===== config.mk =====
export PLATFORM = sky130hd
export DESIGN_NAME = if_fetch
export DESIGN_NICKNAME = d
export VERILOG_FILES = /design/src/rtl/if_fetch_pkg.sv /design/src/rtl/if_icache.sv /design/src/rtl/if_fetch.sv
export SDC_FILE = /design/constraint.sdc
export NUM_CORES = 1
export LEC_CHECK = 0
export ABC_AREA = 0
export ABC_CLOCK_PERIOD_IN_PS = 7200
export BUFFER_PORTS_ARGS = -buffer_cell sky130_fd_sc_hd__buf_4
export CAP_MARGIN = 10
export CORE_ASPECT_RATIO = 1.1
export CORE_MARGIN = 3
export CORE_UTILIZATION = 55
export CTS_CLUSTER_SIZE = 20
export DETAILED_ROUTE_END_ITERATION = 8
export PLACE_DENSITY = 0.75
export SYNTH_ARGS = -nofsm -noshare
export SYNTH_HDL_FRONTEND = slang
export SYNTH_SLANG_ARGS = --single-unit
export TNS_END_PERCENT = 100

===== constraint.sdc =====
create_clock -name clk -period 7.2 [get_ports clk]
set_input_delay 1.8 -clock clk [delete_from_list [all_inputs] [get_ports clk]]
set_output_delay 1.8 -clock clk [all_outputs]
set_load 0.02 [all_outputs]

===== src/rtl/if_fetch_pkg.sv =====
// Shared bus widths, constants and FSM encoding for the instruction-fetch stage.
package if_fetch_pkg;

  localparam int ADDR_W  = 32;
  localparam int INST_W  = 32;
  localparam int STALL_W = 6;

  localparam logic ENABLE  = 1'b1;
  localparam logic DISABLE = 1'b0;

  localparam logic [INST_W-1:0] ZERO_WORD    = '0;
  localparam logic [ADDR_W-1:0] RESET_PC_DEF = 32'h0000_0000;

  typedef enum logic [1:0] {
    ST_IDLE,
    ST_FETCH,
    ST_DROP
  } fetch_state_e;

endpackage


===== src/rtl/if_icache.sv =====
// Direct-mapped instruction cache: tag/valid/data arrays with a combinational
// lookup port and a single synchronous fill port.
module if_icache
  import if_fetch_pkg::*;
#(
  parameter int ENTRIES = 16
) (
  input  logic              clk,
  input  logic              rst,
  input  logic [ADDR_W-1:0] lookup_addr_i,
  output logic              hit_o,
  output logic [INST_W-1:0] lookup_data_o,
  input  logic              fill_en_i,
  input  logic [ADDR_W-1:0] fill_addr_i,
  input  logic [INST_W-1:0] fill_data_i
);

  localparam int IDX_W = $clog2(ENTRIES);
  localparam int TAG_W = ADDR_W - IDX_W - 2;

  logic [ENTRIES-1:0] valid_q;
  logic [TAG_W-1:0]   tag_q  [ENTRIES];
  logic [INST_W-1:0]  data_q [ENTRIES];

  logic [IDX_W-1:0] lk_idx, fill_idx;
  logic [TAG_W-1:0] lk_tag, fill_tag;
  logic             unused_addr_bits;

  assign lk_idx   = lookup_addr_i[IDX_W+1:2];
  assign lk_tag   = lookup_addr_i[ADDR_W-1:IDX_W+2];
  assign fill_idx = fill_addr_i[IDX_W+1:2];
  assign fill_tag = fill_addr_i[ADDR_W-1:IDX_W+2];
  assign unused_addr_bits = ^{lookup_addr_i[1:0], fill_addr_i[1:0]};

  assign hit_o         = valid_q[lk_idx] && (tag_q[lk_idx] == lk_tag);
  assign lookup_data_o = data_q[lk_idx];

  // NOTE: sequential state is always assigned with <= so every flop samples pre-edge values.
  always_ff @(posedge clk) begin
    if (!rst) begin
      valid_q <= '0;
    end else if (fill_en_i) begin
      valid_q[fill_idx] <= 1'b1;
    end
  end

  // NOTE: tag/data arrays are deliberately not reset; the valid bits alone gate their use.
  always_ff @(posedge clk) begin
    if (fill_en_i) begin
      tag_q[fill_idx]  <= fill_tag;
      data_q[fill_idx] <= fill_data_i;
    end
  end

endmodule


===== src/rtl/if_fetch.sv =====
// Instruction-fetch stage: PC register, miss-handling FSM and the instruction
// cache instance. Hits are presented combinationally in the same cycle.
module if_fetch
  import if_fetch_pkg::*;
#(
  parameter int                ICACHE_ENTRIES = 16,
  parameter logic [ADDR_W-1:0] RESET_PC       = RESET_PC_DEF
) (
  input  logic               clk,
  input  logic               rst,
  input  logic               rdy,
  input  logic               jump_enable,
  input  logic [ADDR_W-1:0]  jump_addr,
  input  logic [STALL_W-1:0] stall_ctrler,
  input  logic               mem_done,
  input  logic [INST_W-1:0]  mem_inst,
  output logic [ADDR_W-1:0]  if_pc,
  output logic [INST_W-1:0]  if_inst,
  output logic               if_stall_req,
  output logic               mem_req,
  output logic [ADDR_W-1:0]  mem_addr
);

  fetch_state_e      state_q, state_d;
  logic [ADDR_W-1:0] pc_q, pc_d;
  logic [ADDR_W-1:0] mem_addr_q, mem_addr_d;
  logic              hit;
  logic [INST_W-1:0] cache_word;
  logic              fill_en;
  logic              unused_stall_bits;

  assign unused_stall_bits = ^stall_ctrler[STALL_W-1:1];

  // A fill lands whenever a response arrives while a request is open, including from DROP.
  assign fill_en = rdy && mem_done && (state_q != ST_IDLE);

  if_icache #(
    .ENTRIES(ICACHE_ENTRIES)
  ) u_icache (
    .clk          (clk),
    .rst          (rst),
    .lookup_addr_i(pc_q),
    .hit_o        (hit),
    .lookup_data_o(cache_word),
    .fill_en_i    (fill_en),
    .fill_addr_i  (mem_addr_q),
    .fill_data_i  (mem_inst)
  );

  always_ff @(posedge clk) begin
    if (!rst) begin
      state_q <= ST_IDLE;
    end else if (rdy) begin
      state_q <= state_d;
    end
  end

  // NOTE: every always_comb output gets a default first so no path infers a latch.
  always_comb begin
    state_d = state_q;
    unique case (state_q)
      ST_IDLE:  if (!hit && !jump_enable) state_d = ST_FETCH;
      ST_FETCH: begin
        if (mem_done)         state_d = ST_IDLE;
        else if (jump_enable) state_d = ST_DROP;
      end
      ST_DROP:  if (mem_done) state_d = ST_IDLE;
      default:  state_d = ST_IDLE;
    endcase
  end

  always_comb begin
    mem_req      = (state_q != ST_IDLE) ? ENABLE : DISABLE;
    if_stall_req = DISABLE;
    if_inst      = ZERO_WORD;
    if (rst) begin
      if_stall_req = (state_q != ST_IDLE) || !hit;
      if (state_q == ST_IDLE && hit) if_inst = cache_word;
    end
  end

  always_comb begin
    pc_d       = pc_q;
    mem_addr_d = mem_addr_q;
    if (jump_enable)                              pc_d = jump_addr;
    else if (!stall_ctrler[0] && !if_stall_req)   pc_d = pc_q + 32'd4;
    if (state_q == ST_IDLE && state_d == ST_FETCH) mem_addr_d = pc_q;
  end

  always_ff @(posedge clk) begin
    if (!rst) begin
      pc_q       <= RESET_PC;
      mem_addr_q <= '0;
    end else if (rdy) begin
      pc_q       <= pc_d;
      mem_addr_q <= mem_addr_d;
    end
  end

  assign if_pc    = pc_q;
  assign mem_addr = mem_addr_q;

endmodule

==> results_dict.tcl <==
set metrics [dict create \
    total_power_mw 12.1 \
    grt.total_usage_pct 25.7 \
    cts_tree "yes" \
    h-tree-depth 3 \
    std_cell_rows 102 \
    cp.required_ns 5.40 \
    first_global_vias 21200 \
    design_area_um2 45500 \
    port_buffers 167 \
    async_flop_share_pct 0 \
    final.period_utilization_pct 96.3 \
    start_kind "register" \
    drc_errors 0 \
    yosysTopAreaCellShare_pct 70.1 \
    yosysTopAreaCell "edfxtp_1" \
    area_growth_pct 14.5 \
    yosysWarnings 0 \
    setup_viol 0 \
    initial_utilization_pct 56.0 \
    place_area_um2 42300 \
    drive_above_1_share_pct 29.2 \
    cp-end-kind "output port" \
    grt_max_degree 72 \
    die_w_um 262 \
    core_um2 71000 \
    tns_ns 0 \
    timing.final.max_slew_violations 0 \
    wire_per_inst_um 30.3 \
    gp_congestion 0.876 \
    synth_edf_count 928 \
    critical_path_class "register to output port" \
    drt_iter0_markers 2783 \
    rsz0062_at_grt "no" \
    period_needed_ns 6.94 \
    vias 21000 \
    synthFlopType "edfxtp_1" \
    syn_inst 1992 \
    power.leakage_nw 14.3 \
    power.density_nw_per_um2 267 \
    grt_antenna_before_repair 2 \
    routed_wl_um 97600 \
    fin_skew_ns 0.0306 \
    status "finished clean" \
    cts_root_buf "clkbuf_16" \
    clock_latency_ns 0.65 \
    ys_types 65 \
    dp_hpwl_um 52700 \
    worstMarginPinSlew_ns 1.24 \
    cp_max_fo 34 \
    maxCapViolations 0 \
    finalHoldViolCount 0 \
    ant_nets 0 \
    grt_pass1_wl_um 142000 \
    ys_seq_elements 1014 \
    overflow 0 \
    syn_nets 2068 \
    clk_pin_slew_ns 0.06 \
    worst_hold_path_type "register to register" \
    viasPerCell 6.54 \
    clockBufferDepth 3 \
    worstPathArrival_ns 5.14 \
    io_pins 173 \
    yosys-top-cells-area "edfxtp_1, mux4_2, dfxtp_1" \
    nets 2277 \
    synth_commonest_cells "edfxtp_1, mux4_2, nor2_1" \
    dieArea_um2 75600 \
    drt_first_pass_iters 6 \
    avgSynthCellArea_um2 20.0 \
    postCtsHoldBufs 0 \
    ir_drop_uv 163 \
    ys_seq_area_share_pct 74.4 \
    fin_hold_ws_ns 0.472 \
    cts_sinks 1014 \
    synth_area_um2 39800 \
    cts_made_buffers 95 \
    die_h_um 288 \
    synth_most_common_cell "edfxtp_1" \
    slew_headroom_pct 17.0 \
    max_freq_mhz 144 \
]
## worst max-delay path, cell delays in order (launching register included)
cell and delay, ns:
dfxtp_4 0.79, buf_12 0.34, mux4_2 0.55, mux2i_1 0.21, xnor2_1 0.09, nor3_1 0.23, o211ai_1 0.29, or4_1 0.72
nor3_2 0.36, nand3_2 0.12, buf_4 0.31, nor2b_1 0.23, buf_4 0.17
## registers in the layout, summed over array words and instances (netlist names), named ones only
register	cells
u_icache.tag_q	416
if_pc	32
u_icache.valid_q	16
mem_addr	32
state_q	2
u_icache.data_q	512
## kinds of logic (layout without fill, tap and decap cells)
group | Yosys count | count (layout) | synth area share, %
and+or+nand+nor | 302 | 302 | 3.75
DFF | 1014 | 1014 | 74.4
AOI/OAI and AO/OA | 146 | 146 | 2.60
adders and majority gates | 1 | 1 | 0.0315
other | 0 | 2 | 0
muxes | 365 | 365 | 17.0
xor gates and xnor gates | 33 | 33 | 0.727
buffers and inverters | 131 | 418 | 1.54
## where the power goes
group | total (mW) | leakage [nW] | switching [mW] | internal, mW
Clock | 5.18 | 1.57 | 2.12 | 3.07
Sequential | 6.46 | 9.00 | 0.0584 | 6.40
Combinational | 0.501 | 3.73 | 0.267 | 0.234
## metal layers
metal / wire length [µm] / global-route usage, % / vias to the layer above
met5: 13 / 0 / -
met4: 2860 / 8.61 / 2
met3: 8810 / 4.56 / 181
met2: 47600 / 41.3 / 1279
met1: 38300 / 36.4 / 11000
li1: - / - / 8602
## repair_timing
action | in CTS | in global routing
endpoints found under the hold margin | 0 | 0
setup endpoints to repair | 0 | 32
setup buffers | 0 | 1
gates resized for setup | 0 | 1
## layout by cell type (no fill, tap or decap), types with 6 or more instances in the layout
cell	instances
nand4_1	12
mux2i_1	98
o31ai_1	12
mux4_2	245
buf_4	223
nor2_1	97
nand3_1	22
nand2b_1	11
o211ai_1	10
mux2_2	22
bufinv_16	16
a21oi_1	26
a31oi_1	6
clkinv_2	18
edfxtp_1	928
clkinv_1	16
nor3_2	6
clkbuf_1	22
dfxtp_1	82
nor3_1	20
o2111ai_1	13
o22ai_1	9
inv_1	12
a221oi_1	7
nor2b_1	43
xor2_1	7
a22oi_1	11
nand2_1	44
clkbuf_16	98
xnor2_1	26
nor2_4	12
o21ai_0	20
and3_1	6
## cell type report
cell class              instances  area, µm²
diodes                          2       5.00
clock buffers                 120       2530
clock inverters                55        679
fillers                      4669      25400
inverters                      15       58.8
multi-input cells             847       9700
flip-flops and latches       1014      29600
well taps                     936       1170
repair buffers                228       1770
## stage by stage
stage | utilization (%) | setup slack (ns) | instances
global placement | 59.6 | 0.882 | 3039
floorplan | - | 0.0907 | 1992
global route | 64.1 | 0.0318 | 3215
detailed placement | 59.6 | 0.830 | 3039
finish | 64.2 | 0.265 | 3217
CTS | 64.1 | 0.0799 | 3214
## final timing paths
check | cells after the start | start | slack [ns] | end
min | 2 | u_icache.valid_q[12] | 0.47 | u_icache.valid_q[12]
max | 12 | register | 0.26 | if_inst[3]
min reg2reg | 2 | u_icache.valid_q[12] | 0.47 | u_icache.valid_q[12]
max reg2reg | 12 | register | 2.31 | mem_addr[27]
(Power assumes the default switching activity.)
